### src/rtl/line_refill_arbiter_if.sv
// line_refill_arbiter_if
//  Bundles the I-cache, D-cache and main-memory signals around the line refill arbiter.
//  Modports:
//    slave  - the arbiter: takes cache requests and memory responses, drives the
//             per-cache read/done outputs and the memory request.
//    master - the surrounding caches and memory: drive requests and memory
//             responses, observe arbiter outputs.
//  Signals:
//    i_req/i_addr, i_rvalid/i_rdata/i_idx/i_done             I-cache side
//    d_req/d_we/d_addr/d_wdata, d_rvalid/d_rdata/d_idx/d_done D-cache side
//    mem_req/mem_we/mem_addr/mem_wdata, mem_ack/mem_rdata     main-memory side
interface line_refill_arbiter_if #(
    parameter int unsigned LINE_ADDR_LEN = 3,
    parameter int unsigned ADDR_W        = 32
);
    logic                     i_req;
    logic [ADDR_W-1:0]        i_addr;
    logic                     i_rvalid;
    logic [31:0]              i_rdata;
    logic [LINE_ADDR_LEN-1:0] i_idx;
    logic                     i_done;

    logic                     d_req;
    logic                     d_we;
    logic [ADDR_W-1:0]        d_addr;
    logic [31:0]              d_wdata;
    logic                     d_rvalid;
    logic [31:0]              d_rdata;
    logic [LINE_ADDR_LEN-1:0] d_idx;
    logic                     d_done;

    logic                     mem_req;
    logic                     mem_we;
    logic [ADDR_W-1:0]        mem_addr;
    logic [31:0]              mem_wdata;
    logic                     mem_ack;
    logic [31:0]              mem_rdata;

    modport slave (
        input  i_req, i_addr,
        output i_rvalid, i_rdata, i_idx, i_done,
        input  d_req, d_we, d_addr, d_wdata,
        output d_rvalid, d_rdata, d_idx, d_done,
        output mem_req, mem_we, mem_addr, mem_wdata,
        input  mem_ack, mem_rdata
    );

    modport master (
        output i_req, i_addr,
        input  i_rvalid, i_rdata, i_idx, i_done,
        output d_req, d_we, d_addr, d_wdata,
        input  d_rvalid, d_rdata, d_idx, d_done,
        input  mem_req, mem_we, mem_addr, mem_wdata,
        output mem_ack, mem_rdata
    );
endinterface

### src/rtl/line_refill_arbiter.sv
// line_refill_arbiter
//  Shares one word-wide main-memory port between I-cache line refills and D-cache
//  line refills / write-backs. Each grant moves a whole line as a burst of
//  2^LINE_ADDR_LEN word accesses, then pulses the owner's done for one cycle.
//  Ports:
//    clk  - clock, all state updates on posedge
//    rst  - synchronous active-high reset; aborts any burst without a done pulse
//    bus  - line_refill_arbiter_if.slave (cache request/response + memory port)
//  Configuration:
//    ARB_ROUND_ROBIN_EN defined   - ties go to the requester not served last
//                                   (last-owner flag resets to I, so D wins the first tie)
//    ARB_ROUND_ROBIN_EN undefined - fixed priority, D wins every tie
module line_refill_arbiter #(
    parameter int unsigned LINE_ADDR_LEN = 3,
    parameter int unsigned ADDR_W        = 32
) (
    input  logic                clk,
    input  logic                rst,
    line_refill_arbiter_if.slave bus
);

    localparam int unsigned LINE_WORDS = 1 << LINE_ADDR_LEN;
    localparam int unsigned TAG_W      = ADDR_W - LINE_ADDR_LEN - 2;
    localparam logic [LINE_ADDR_LEN-1:0] CNT_LAST = LINE_ADDR_LEN'(LINE_WORDS - 1);

    typedef enum logic [2:0] {
        IDLE = 3'd0,
        I_RD = 3'd1,
        D_RD = 3'd2,
        D_WR = 3'd3,
        DONE = 3'd4
    } state_t;

    state_t                   state_q, state_d;
    logic [LINE_ADDR_LEN-1:0] cnt_q, cnt_d;
    logic [TAG_W-1:0]         line_q, line_d;
    logic                     own_d_q, own_d_d;   // 1: D-cache owns the current burst
    logic                     pick_d_c;           // grant goes to D this cycle
    logic                     busy_c;
    logic                     unused_c;

    // Word-offset bits of the line addresses are never used.
    assign unused_c = ^{bus.i_addr[LINE_ADDR_LEN+1:0], bus.d_addr[LINE_ADDR_LEN+1:0]};

`ifdef ARB_ROUND_ROBIN_EN
    logic last_d_q, last_d_d;   // 1: D was granted last

    // On a tie, alternate away from the last owner.
    assign pick_d_c = bus.d_req && (!bus.i_req || !last_d_q);

    always_ff @(posedge clk) begin
        if (rst) begin
            last_d_q <= 1'b0;
        end else begin
            last_d_q <= last_d_d;
        end
    end

    always_comb begin
        last_d_d = last_d_q;
        if (state_q == IDLE && (bus.d_req || bus.i_req)) begin
            last_d_d = pick_d_c;
        end
    end
`else
    // Fixed priority: D beats I; I may wait behind back-to-back D bursts.
    assign pick_d_c = bus.d_req;
`endif

    // State register.
    always_ff @(posedge clk) begin
        if (rst) begin
            state_q <= IDLE;
            cnt_q   <= '0;
            line_q  <= '0;
            own_d_q <= 1'b0;
        end else begin
            state_q <= state_d;
            cnt_q   <= cnt_d;
            line_q  <= line_d;
            own_d_q <= own_d_d;
        end
    end

    // Next-state: grant in IDLE, count words on ack, one DONE cycle per burst.
    always_comb begin
        state_d = state_q;
        cnt_d   = cnt_q;
        line_d  = line_q;
        own_d_d = own_d_q;
        unique case (state_q)
            IDLE: begin
                if (pick_d_c) begin
                    own_d_d = 1'b1;
                    line_d  = bus.d_addr[ADDR_W-1:LINE_ADDR_LEN+2];
                    cnt_d   = '0;
                    state_d = bus.d_we ? D_WR : D_RD;
                end else if (bus.i_req) begin
                    own_d_d = 1'b0;
                    line_d  = bus.i_addr[ADDR_W-1:LINE_ADDR_LEN+2];
                    cnt_d   = '0;
                    state_d = I_RD;
                end
            end
            I_RD, D_RD, D_WR: begin
                if (bus.mem_ack) begin
                    // Wraps to 0 on the last word.
                    cnt_d = cnt_q + LINE_ADDR_LEN'(1);
                    if (cnt_q == CNT_LAST) begin
                        state_d = DONE;
                    end
                end
            end
            DONE: begin
                state_d = IDLE;
            end
            default: begin
                state_d = IDLE;
            end
        endcase
    end

    assign busy_c = (state_q == I_RD) || (state_q == D_RD) || (state_q == D_WR);

    // Memory side: request held for the whole burst, next word follows an ack directly.
    always_comb begin
        bus.mem_req   = busy_c;
        bus.mem_we    = (state_q == D_WR);
        bus.mem_addr  = busy_c ? {line_q, cnt_q, 2'b00} : '0;
        bus.mem_wdata = (state_q == D_WR) ? bus.d_wdata : '0;
    end

    // Cache side: read data forwarded in the ack cycle, done pulses in DONE.
    always_comb begin
        bus.i_rvalid = (state_q == I_RD) && bus.mem_ack;
        bus.i_rdata  = bus.i_rvalid ? bus.mem_rdata : '0;
        bus.i_idx    = (state_q == I_RD) ? cnt_q : '0;
        bus.i_done   = (state_q == DONE) && !own_d_q;

        bus.d_rvalid = (state_q == D_RD) && bus.mem_ack;
        bus.d_rdata  = bus.d_rvalid ? bus.mem_rdata : '0;
        bus.d_idx    = ((state_q == D_RD) || (state_q == D_WR)) ? cnt_q : '0;
        bus.d_done   = (state_q == DONE) && own_d_q;
    end

endmodule

### src/flat_wrapper.sv
// flat-port wrapper written by rule: the top's interface ports become plain ports
module line_refill_arbiter_flat 
#(
    parameter int unsigned LINE_ADDR_LEN = 3,
    parameter int unsigned ADDR_W        = 32
)
  (clk, rst, bus_i_req, bus_i_addr, bus_i_rvalid, bus_i_rdata, bus_i_idx, bus_i_done, bus_d_req, bus_d_we, bus_d_addr, bus_d_wdata, bus_d_rvalid, bus_d_rdata, bus_d_idx, bus_d_done, bus_mem_req, bus_mem_we, bus_mem_addr, bus_mem_wdata, bus_mem_ack, bus_mem_rdata);
  line_refill_arbiter_if #(.LINE_ADDR_LEN(LINE_ADDR_LEN), .ADDR_W(ADDR_W)) bus_i ();
  input  logic clk;
  input  logic rst;
  input wire logic [$bits(bus_i.i_req)-1:0] bus_i_req;
  input wire logic [$bits(bus_i.i_addr)-1:0] bus_i_addr;
  output wire logic [$bits(bus_i.i_rvalid)-1:0] bus_i_rvalid;
  output wire logic [$bits(bus_i.i_rdata)-1:0] bus_i_rdata;
  output wire logic [$bits(bus_i.i_idx)-1:0] bus_i_idx;
  output wire logic [$bits(bus_i.i_done)-1:0] bus_i_done;
  input wire logic [$bits(bus_i.d_req)-1:0] bus_d_req;
  input wire logic [$bits(bus_i.d_we)-1:0] bus_d_we;
  input wire logic [$bits(bus_i.d_addr)-1:0] bus_d_addr;
  input wire logic [$bits(bus_i.d_wdata)-1:0] bus_d_wdata;
  output wire logic [$bits(bus_i.d_rvalid)-1:0] bus_d_rvalid;
  output wire logic [$bits(bus_i.d_rdata)-1:0] bus_d_rdata;
  output wire logic [$bits(bus_i.d_idx)-1:0] bus_d_idx;
  output wire logic [$bits(bus_i.d_done)-1:0] bus_d_done;
  output wire logic [$bits(bus_i.mem_req)-1:0] bus_mem_req;
  output wire logic [$bits(bus_i.mem_we)-1:0] bus_mem_we;
  output wire logic [$bits(bus_i.mem_addr)-1:0] bus_mem_addr;
  output wire logic [$bits(bus_i.mem_wdata)-1:0] bus_mem_wdata;
  input wire logic [$bits(bus_i.mem_ack)-1:0] bus_mem_ack;
  input wire logic [$bits(bus_i.mem_rdata)-1:0] bus_mem_rdata;
  assign bus_i.i_req = bus_i_req;
  assign bus_i.i_addr = bus_i_addr;
  assign bus_i_rvalid = bus_i.i_rvalid;
  assign bus_i_rdata = bus_i.i_rdata;
  assign bus_i_idx = bus_i.i_idx;
  assign bus_i_done = bus_i.i_done;
  assign bus_i.d_req = bus_d_req;
  assign bus_i.d_we = bus_d_we;
  assign bus_i.d_addr = bus_d_addr;
  assign bus_i.d_wdata = bus_d_wdata;
  assign bus_d_rvalid = bus_i.d_rvalid;
  assign bus_d_rdata = bus_i.d_rdata;
  assign bus_d_idx = bus_i.d_idx;
  assign bus_d_done = bus_i.d_done;
  assign bus_mem_req = bus_i.mem_req;
  assign bus_mem_we = bus_i.mem_we;
  assign bus_mem_addr = bus_i.mem_addr;
  assign bus_mem_wdata = bus_i.mem_wdata;
  assign bus_i.mem_ack = bus_mem_ack;
  assign bus_i.mem_rdata = bus_mem_rdata;
  line_refill_arbiter #(.LINE_ADDR_LEN(LINE_ADDR_LEN), .ADDR_W(ADDR_W)) u_core (.clk(clk), .rst(rst), .bus(bus_i));
endmodule
### config.mk
export PLATFORM = sky130hd
export DESIGN_NAME = line_refill_arbiter_flat
export DESIGN_NICKNAME = d
export VERILOG_FILES = /design/src/rtl/line_refill_arbiter_if.sv /design/src/rtl/line_refill_arbiter.sv /design/src/flat_wrapper.sv
export SDC_FILE = /design/constraint.sdc
export NUM_CORES = 1
export LEC_CHECK = 0
export ABC_AREA = 0
export CAP_MARGIN = 20
export CORE_AREA = 2 2 106 108
export DETAILED_ROUTE_END_ITERATION = 10
export DIE_AREA = 0 0 108 110
export HOLD_SLACK_MARGIN = 0.06
export PLACE_DENSITY = 0.73
export SKIP_CTS_REPAIR_TIMING = 1
export SYNTH_ARGS = -nofsm -noshare
export SYNTH_HDL_FRONTEND = slang
export SYNTH_SLANG_ARGS = --single-unit
### constraint.sdc
create_clock -name clk -period 1.64 [get_ports clk]
set_clock_uncertainty 0.15 [all_clocks]
set_input_delay 0.328 -clock clk [delete_from_list [all_inputs] [get_ports clk]]
set_output_delay 0.328 -clock clk [all_outputs]
set_load 0.1 [all_outputs]
==> key figures <==
Synthesis
  • Synth area leaders: dfxtp_1, and2_1, mux2i_1, and3_1, a211oi_1
  • Mux cell area share after synthesis: 10.9%
  • Yosys top cell area share: about a quarter
  • Asr flop ratio synth: 0%
  • Syn Std Cell Area: 0.00257 sq mm
  • Sequential share of the synthesized area: 26.5%
  • Compound-cell area share of the yosys netlist: 16.1%
  • Largest family of logic cells by synthesized area: simple AND/OR/NAND/NOR gates
  • Most used DFF post-synth: dfxtp_1
  • Cells after synthesis: 323
  • Syn_area_per_cell: 7.96 sq um
  • Synth unique cells: 30
  • FF+latch count, synth: 34
  • Post-synth EDFFs: 0
  • Most instantiated cells after synthesis: and2_1, and3_1, dfxtp_1
  • Synth Area in XOR/XNOR: 0%
  • Yosys warnings: 0
  • Synth area leader: dfxtp_1
  • Most numerous cell in the Yosys netlist: and2_1
  • Synth Area in Adders: less than 1%
  • Synth Area in Simple Gates: approximately 37%

Worst setup path
  • Worst path bufs/invs: 3
  • Worst R2R Start: u_core.state_q[1]$_SDFFE_PP0P_
  • Reg2reg end: u_core.cnt_q[1]$_SDFFE_PP0P_
  • CP Data Arrival Time: 1670 ps
  • Slowest cell on crit path: dfxtp_4
  • Reg2Reg Setup Slack: -80 ps
  • Startpoint class of the critical path: register
  • Max stage delay on crit path: 360 ps
  • Crit path cell chain: nor2b_4 -> nor3b_4 -> buf_6 -> clkbuf_16 -> and2_4 -> buf_12
  • Worst Setup End Kind: primary output
  • Critical path required time: 1160 ps
  • Crit Path Category: register to primary output
  • Largest delay share family, worst path: simple AND/OR/NAND/NOR gates
  • Cells on worst reg2reg path: 5
  • CP Max Fanout: 8

Final layout
  • Area growth, synth to finish: 205%
  • Layout fillers: 714
  • Layout cells sized above 1: 58.8%
  • Non-Filler Instances: 746
  • Nets: 740

Timing
  • RSZ-0062 raised after global routing: true
  • Final min period: 2150 ps
  • Period utilization: 131%
  • Worst setup margin: -506 ps
  • Fin. max-slew vios: 0
  • Fin Setup TNS: -56370 ps
  • Hold Vio Cnt, Final: 0
  • Final setup fails: 149
  • Max Freq: 466 MHz

Job
  • Max-cap check violation count: 0

Drt
  • DR WL/cell: 20.6 microns
  • Drt first pass iters: 4
  • Total wire length: 15.3 mm
  • Iteration-0 DRC Markers: 90
  • Antenna-violating nets left: 0
  • Vias post-DR: 3551
  • Vias per cell: between 4 and 5
  • Drc violations: 0

Global route
  • Largest net degree at the start of global routing: 38
  • Vias in the first global route: approximately 3400
  • Total gr overflow: 0
  • Initial antenna violation count: 1
  • Total track usage: 21.1%
  • First-pass GRT wire length: 19.4 mm

Die
  • Initial core utilization: 24.0%
  • Die W: between 100 and 150 microns
  • Core area: 0.0107 sq mm
  • Num ports: 274
  • Die Area: between 0.01 and 0.015 sq mm
  • Die Y: around 110 microns
  • Site row count: 38

CTS
  • CTS root buffer: clkbuf_8
  • H-tree Lvls: 2
  • Worst-path clk slew: 70 ps
  • CTS Buf Count: 5
  • CTS Buffer Depth: 2
  • CTS Sinks: 34
  • TritonCTS clock tree: yes
  • Worst skew pair latency: 270 ps

Place
  • Hpwl dp: ~11 mm
  • Placer Congestion: between 0.8 and 0.9
  • # port buffers: 261
  • DP Cell Count: ~720

Status
  • Failing checks: negative setup slack
  • Status: finished with violations

Hold path
  • WHS Path Cells: 3
  • Hold Path Origin: bus_d_req
  • HP Class: input pin to register
  • Hold Path End: u_core.own_d_q$_SDFFE_PP0P_

Pwr
  • Leak: 3.22 nW
  • Max IR drop VDD: 0.000486 V
  • Power density over the cells: 629 mW/mm^2
  • Pwr Total: 4.94 mW
stage by stage:
| stage | hold slack [ps] | worst slack [ps] | util [%] | instance area (sq um) |
|---|---|---|---|---|
| floorplan | 310 | -371 | - | 3060 |
| detailed placement | 362 | -558 | 67.8 | 7250 |
| CTS | 210 | -565 | 68.6 | 7340 |
| finish | 229 | -506 | 73.3 | 7850 |
| global route | 239 | -579 | 73.3 | 7840 |
| global placement | 356 | -501 | 67.8 | 7250 |
state kept, by name, summed over array words and instances, names as in the netlist:
signal and cells:
u_core.cnt_q 3, u_core.line_q 27, u_core.state_q 3, u_core.own_d_q 1
area by class of cell:
cell class | instances | area (sq um) | area share [%]
sequential | 34 | 692 | 8.82
inverter | 4 | 15.0 | 0.191
multi-input combinational | 251 | 2220 | 28.3
clock buffer | 6 | 72.6 | 0.925
timing repair buffer | 308 | 4650 | 59.3
antenna | 1 | 2.50 | 0.0319
clock inverter | 2 | 13.8 | 0.175
tap | 140 | 175 | 2.23
cells in the final DEF, fill, tap and decap left out, types with 2 or more instances in the layout:
master / synthesis / routed
dfxtp_4: 0 / 3
clkbuf_8: 0 / 5
buf_6: 5 / 8
nand3_1: 2 / 2
o221ai_1: 3 / 3
or3_1: 2 / 2
nor2_4: 1 / 3
clkbuf_16: 0 / 6
nor2_1: 4 / 2
a21oi_1: 31 / 28
buf_12: 0 / 150
inv_2: 0 / 3
and2_4: 0 / 98
a21oi_2: 0 / 3
nor3_1: 3 / 2
ha_1: 2 / 2
a211oi_1: 27 / 18
and3_4: 0 / 37
dfxtp_1: 34 / 31
buf_4: 5 / 18
mux2i_1: 27 / 27
conb_1: 1 / 2
clkdlybuf4s50_1: 0 / 121
nand2_1: 2 / 2
buf_8: 0 / 3
a211oi_2: 0 / 9
cells by family after synthesis:
logic type / after synthesis
and+or+nand+nor: 153
other: 1
AOI/OAI and AO/OA: 65
buffers and inverters: 40
DFF: 34
adders and majority gates: 2
muxes: 28
power breakdown:
group	internal, mW	switching, mW	total (mW)
Clock	0.300	0.316	0.615
Combinational	1.44	1.88	3.33
Sequential	0.925	0.0677	0.992
how the worst max path moves through the flow:
stage                           end  depth (start not counted)                           start  slack [ps]
global route        bus_d_rdata[14]                          6  u_core.state_q[1]$_SDFFE_PP0P_        -580
finish              bus_d_rdata[27]                          6  u_core.state_q[1]$_SDFFE_PP0P_        -510
global placement     bus_d_rdata[0]                          6                     bus_mem_ack        -500
floorplan           bus_d_rdata[22]                          5  u_core.state_q[1]$_SDFFE_PP0P_        -370
detailed placement  bus_d_rdata[31]                          6                     bus_mem_ack        -560
CTS                 bus_d_rdata[31]                          6                     bus_mem_ack        -560
tightest hold or removal path: stages:
cell and delay, ps:
buf_2 160, nand2_1 70, a21oi_1 50
routing by layer:
layer,GRT usage (%),wire length (microns)
met5,0,14
met4,4.40,186
met3,6.94,1390
met2,38.8,7980
met1,23.9,5770
(Power assumes the default switching activity.)
